**src/rtl/multiram_bank_arbiter.sv**
```systemverilog
// Round-robin arbiter sharing one single-port synchronous RAM bank between
// three read and three write requesters, with a 2-cycle tagged read return.
module multiram_bank_arbiter #(
  parameter int unsigned na = 16,
  parameter int unsigned nd = 16
) (
  input  logic              clk,
  input  logic              reset,
  input  logic [3*na-1:0]   r_addr,
  input  logic [2:0]        r_avalid,
  output logic [2:0]        r_aready,
  output logic [3*nd-1:0]   r_data,
  output logic [2:0]        r_dvalid,
  input  logic [3*na-1:0]   w_addr,
  input  logic [3*nd-1:0]   w_data,
  input  logic [2:0]        w_valid,
  output logic [2:0]        w_ready,
  output logic              ram_en,
  output logic              ram_we,
  output logic [na-1:0]     ram_addr,
  output logic [nd-1:0]     ram_wdata,
  input  logic [nd-1:0]     ram_rdata
);

  localparam int unsigned NREQ = 6;
  localparam int unsigned PW   = 3;
  localparam int unsigned TW   = 2;

  logic [NREQ-1:0] w_req;
  logic            w_gnt_vld;
  logic [PW-1:0]   w_gnt_idx;
  logic [PW-1:0]   w_cand;
  logic [TW-1:0]   w_port;
  logic            w_is_wr;

  logic [PW-1:0]   r_ptr;
  logic            r_p1_valid;
  logic [TW-1:0]   r_p1_tag;

  // Interleave requests into arbitration order r0, w0, r1, w1, r2, w2
  always_comb begin
    w_req = '0;
    for (int unsigned k = 0; k < 3; k++) begin
      w_req[2*k]   = r_avalid[k];
      w_req[2*k+1] = w_valid[k];
    end
  end

  // First active request at or after the pointer wins; nothing wins in reset
  always_comb begin
    w_gnt_vld = 1'b0;
    w_gnt_idx = '0;
    w_cand    = '0;
    for (int unsigned i = 0; i < NREQ; i++) begin
      w_cand = PW'((32'(r_ptr) + i) % NREQ);
      if (!w_gnt_vld && w_req[w_cand]) begin
        w_gnt_vld = 1'b1;
        w_gnt_idx = w_cand;
      end
    end
    if (reset) begin
      w_gnt_vld = 1'b0;
    end
  end

  assign w_port  = w_gnt_idx[2:1];
  assign w_is_wr = w_gnt_idx[0];

  // Decode the grant into ready strobes and the RAM command
  always_comb begin
    r_aready  = '0;
    w_ready   = '0;
    ram_en    = 1'b0;
    ram_we    = 1'b0;
    ram_addr  = '0;
    ram_wdata = '0;
    if (w_gnt_vld) begin
      ram_en = 1'b1;
      if (w_is_wr) begin
        w_ready[w_port] = 1'b1;
        ram_we          = 1'b1;
        ram_addr        = w_addr[w_port*na +: na];
        ram_wdata       = w_data[w_port*nd +: nd];
      end else begin
        r_aready[w_port] = 1'b1;
        ram_addr         = r_addr[w_port*na +: na];
      end
    end
  end

  // Pointer advance and read return pipeline (tag -> data capture -> dvalid)
  always_ff @(posedge clk) begin
    if (reset) begin
      r_ptr      <= '0;
      r_p1_valid <= 1'b0;
      r_p1_tag   <= '0;
      r_dvalid   <= '0;
      r_data     <= '0;
    end else begin
      if (w_gnt_vld) begin
        r_ptr <= (w_gnt_idx == PW'(NREQ - 1)) ? '0 : w_gnt_idx + PW'(1);
      end
      r_p1_valid <= w_gnt_vld && !w_is_wr;
      r_p1_tag   <= w_port;
      r_dvalid   <= '0;
      if (r_p1_valid) begin
        r_dvalid[r_p1_tag]          <= 1'b1;
        r_data[r_p1_tag*nd +: nd]   <= ram_rdata;
      end
    end
  end

endmodule

```
**config.mk**
```make
export PLATFORM = sky130hd
export DESIGN_NAME = multiram_bank_arbiter
export DESIGN_NICKNAME = d
export VERILOG_FILES = /design/src/rtl/multiram_bank_arbiter.sv
export SDC_FILE = /design/constraint.sdc
export NUM_CORES = 1
export LEC_CHECK = 0
export BUFFER_PORTS_ARGS = -buffer_cell sky130_fd_sc_hd__buf_2
export CORE_AREA = 3 3 103 105
export CTS_CLUSTER_SIZE = 28
export DETAILED_ROUTE_END_ITERATION = 10
export DIE_AREA = 0 0 106 108
export PLACE_DENSITY = 0.77
export SYNTH_ARGS = -nofsm -noshare
export SYNTH_HDL_FRONTEND = slang
export SYNTH_SLANG_ARGS = --single-unit
```
**constraint.sdc**
```tcl
create_clock -name clk -period 5.1 [get_ports clk]
set_input_delay 0 -clock clk [delete_from_list [all_inputs] [get_ports clk]]
set_output_delay 0 -clock clk [all_outputs]
set_load 0.02 [all_outputs]
```
==> results.md <==
- Clock-pin slew on the worst setup and hold paths: roughly 60 ps
- Status: finished clean
- Setup violators final: 0
- 1st-iter DRT viols: between 400 and 500
- DRT Pass-1 Iters: 5
- Setup Total Neg Slack: 0 ps
- Core area: a little under 10,000 um^2
- CP required: between 5000 and 6000 ps
- First-pass GRT wire length: approximately 25 mm
- Vias in the first global route: approximately 5,000
- Die W: 106 um
- Hold Startpoint: reset
- Slowest cell on crit path: or4_4
- Leak pwr: 2.99 nW
- PortBufs: between 200 and 300
- CP max stage delay: between 500 and 600 ps
- Synth Instances: ~500
- HPWL after DPL: around 13 mm
- Max_cap viols: 0
- Worst Clk Skew: between 7 and 8 ps
- Delay-heaviest family, CP: compound AO/OA/AOI/OAI gates
- Final Hold Vio Count: 0
- Worst path cell trace: inv_1 -> ha_1 -> a21oi_4 -> inv_2 -> ha_1 -> nand2b_1 -> o211ai_2 -> nand2_1 -> or4_4 -> nor4bb_1 -> a211o_2 -> buf_12 -> mux2i_1 -> o22a_1 -> o21ai_1 -> buf_2
- Die area: 11,400 um^2
- Initial core utilization: 0.437
- Routed WL per cell: roughly 18 um
- Clock insertion delay at the later pin of the skew report: 340 ps
- Crit end category: output pin
- Crit Path Class: flop to output pin
- Antenna violations before repair: 3
- Reg-to-Reg End: r_ptr[1]
- Area delta synth->final: 40.9%
- Core Rows: 36
- Layout cell share with drive strength beyond 1: 0.414
- Slew margin rel.: 0.330
- H-tree lvl count: 3
- Remaining DRCs: 0
- Worst min-delay path class: input pin to flop
- CTS tree: built
- Worst Hold Path Cells: 2
- VDD IR-drop max: roughly 0.48 mV
- #FFs+latches synth: between 50 and 60
- Slew @ Worst Pin: 1010 ps
- Cts bufs inserted: 9
- Post-DRT Antenna Nets: 0
- Final Net Count: 945
- CP Max Fanout: 28
- EDFF count, synth: 0
- Die Y: ~110 um
- Yosys warning count: 0
- Ys async rst share: 0
- GRT overflow: 0
- Commonest non-fill, non-tap cell in the layout: buf_2
- R2R setup slack: roughly 730 ps
- R2R cell count: 14
- Dominant synthesized flop cell: dfxtp_1
- Number of fillers in the final layout: 885
- All-Layer GR Usage: 0.275
- Max Slew Vio Count: 0
- Critical path buffers and inverters: 4
- DR vias: roughly 5,100
- Most frequent cells in the layout: buf_2 (258), a22oi_1 (67), nor2_1 (60), dfxtp_1 (56), mux2i_1 (54)
- R2R Path Start: r_ptr[2]
- Min cycle time layout: 4670 ps
- Via-to-Cell Ratio: 5.63
- Gpl congestion: approximately 0.92
- Syn Area/Cell: 8.49 um^2
- Synth Cell Area: 4250 um^2
- Hold Path Sink: r_data[22]
- Routed Wire Length: about 16 mm
- Fmax achieved: ~0.21 GHz
- CP most frequent cell: ha_1
- Data arrival time of the critical path: around 4700 ps
- Pwr/cell area: roughly 690 nW/um^2
- Largest net degree at the start of global routing: 54
- Unrepaired setup endpoints after global routing: no
- CTS Buffer Depth: 2
- Top-level port count: 259
- Mapped Nets: approximately 690
- Root buffer cell: clkbuf_8
- Final period utilization: 0.915
- Type of origin of the critical path: flop
- Sequential share of the synthesized area: 0.268
- Post-synth cell types: 64
- TritonCTS sink count: 57
- Finished Core Util: 0.616
[cell families (layout without fill, tap and decap cells)]
group / after synthesis / count (layout) / synth area share
simple gates: 139 / 139 / 0.161
mux: 59 / 59 / 0.143
fa+ha+maj: 16 / 16 / 0.0471
other cells: 0 / 2 / 0
buf+inv: 51 / 316 / 0.0597
compound gates: 175 / 175 / 0.306
flops: 57 / 57 / 0.268
xor+xnor: 4 / 4 / 0.0144
[worst reg2reg max path: stages, from the launching register on]
cell and delay, ps:
dfxtp_2 520, inv_1 110, ha_1 340, a21oi_1 250, inv_1 70, ha_1 310
nand3b_1 200, xnor2_1 150, a22oi_1 310, a211o_1 240, a211oi_1 90, or4_4 580
and2_1 420, or3_1 450, a221oi_2 230
[how the worst max path moves through the flow]
stage / startpoint / endpoint / depth (start not counted)
after CTS: r_ptr[2] / ram_addr[5] / 14
final: r_ptr[1] / ram_addr[7] / 16
after global routing: r_ptr[1] / ram_addr[1] / 16
after global placement: r_ptr[2] / r_ptr[1] / 14
after detailed placement: r_ptr[2] / r_ptr[1] / 14
after floorplan: r_ptr[0] / ram_addr[10] / 16
[area by class of cell]
type | instances | area (um^2) | share of cell area
multi-input cells | 393 | 2880 | 0.481
repair buffers | 282 | 1520 | 0.254
flip-flops and latches | 57 | 1140 | 0.191
well taps | 133 | 166 | 0.0278
clock buffers | 11 | 151 | 0.0253
inverters | 18 | 67.6 | 0.0113
clock inverters | 5 | 53.8 | 0.00898
diodes | 2 | 5.00 | 0.000835
[metal layers]
layer  part of all wire  track usage
met4              0.018       0.0648
met1               0.40        0.345
met2               0.49        0.473
met5            0.00079            0
met3              0.084       0.0758
[synth_stat cells (2+ instances only)]
cell type   n  area share
inv_1      15       0.013
buf_4       4      0.0071
xnor2_1     2      0.0041
nor4b_1     3      0.0062
mux2_2      4       0.011
nand3b_1    4      0.0071
a21o_1      3      0.0053
and3_1      4      0.0059
a221oi_1    2      0.0041
o211a_1     3      0.0071
nor2b_1     4      0.0059
a211o_1     3      0.0062
nand3_1     5      0.0059
inv_2       2      0.0018
or4_4       2      0.0053
mux2i_1    54        0.13
clkbuf_1   15       0.013
o31ai_1     5      0.0088
buf_2       7      0.0082
ha_1       16       0.047
o22a_1     16       0.033
nor4bb_1    2      0.0047
o21ai_0    12       0.014
a21oi_4     3       0.011
or3_1       2      0.0029
nand2b_1    2      0.0029
dfxtp_1    57        0.27
nand2_1    31       0.027
a211oi_1    5      0.0088
o211ai_2    2      0.0059
nand2_2     3      0.0044
nor3_1      5      0.0059
buf_6       5       0.013
nor2_1     60       0.053
a21oi_1    29       0.034
o21ai_1    10       0.012
o221a_2     2      0.0053
and2_1      6      0.0088
a22oi_1    67        0.12
[metrics by stage]
stage | worst slack, ps | cell area (um^2) | power (mW) | hold slack (ps) | std cells
after floorplan | 1140 | 4250 | 2.96 | 148 | 501
after global placement | 735 | 5620 | 3.62 | 266 | 867
after detailed placement | 580 | 5620 | 3.66 | 276 | 867
after CTS | 247 | 5980 | 4.10 | 297 | 899
after global routing | 61.6 | 5990 | 4.42 | 349 | 900
final | 432 | 5990 | 4.13 | 315 | 901
[flip-flops by register name, summed over array words and instances, names as in the netlist]
name        cells
r_ptr           3
r_dvalid        3
r_p1_valid      1
r_data         48
r_p1_tag        2
[power breakdown]
group          total, mW  switching, mW  internal (mW)
clock              0.429          0.179          0.250
sequential         0.540         0.0412          0.499
combinational       3.16           1.95           1.22
total               4.13           2.17           1.97
[timing repair]
item | in CTS | in global routing
gates resized for setup | 0 | 2
setup buffers | 0 | 0
hold buffers | 16 | 0
endpoints found under the hold margin | 47 | 0
setup endpoints to repair | 0 | 34
Power figures use the tool's default switching activity.
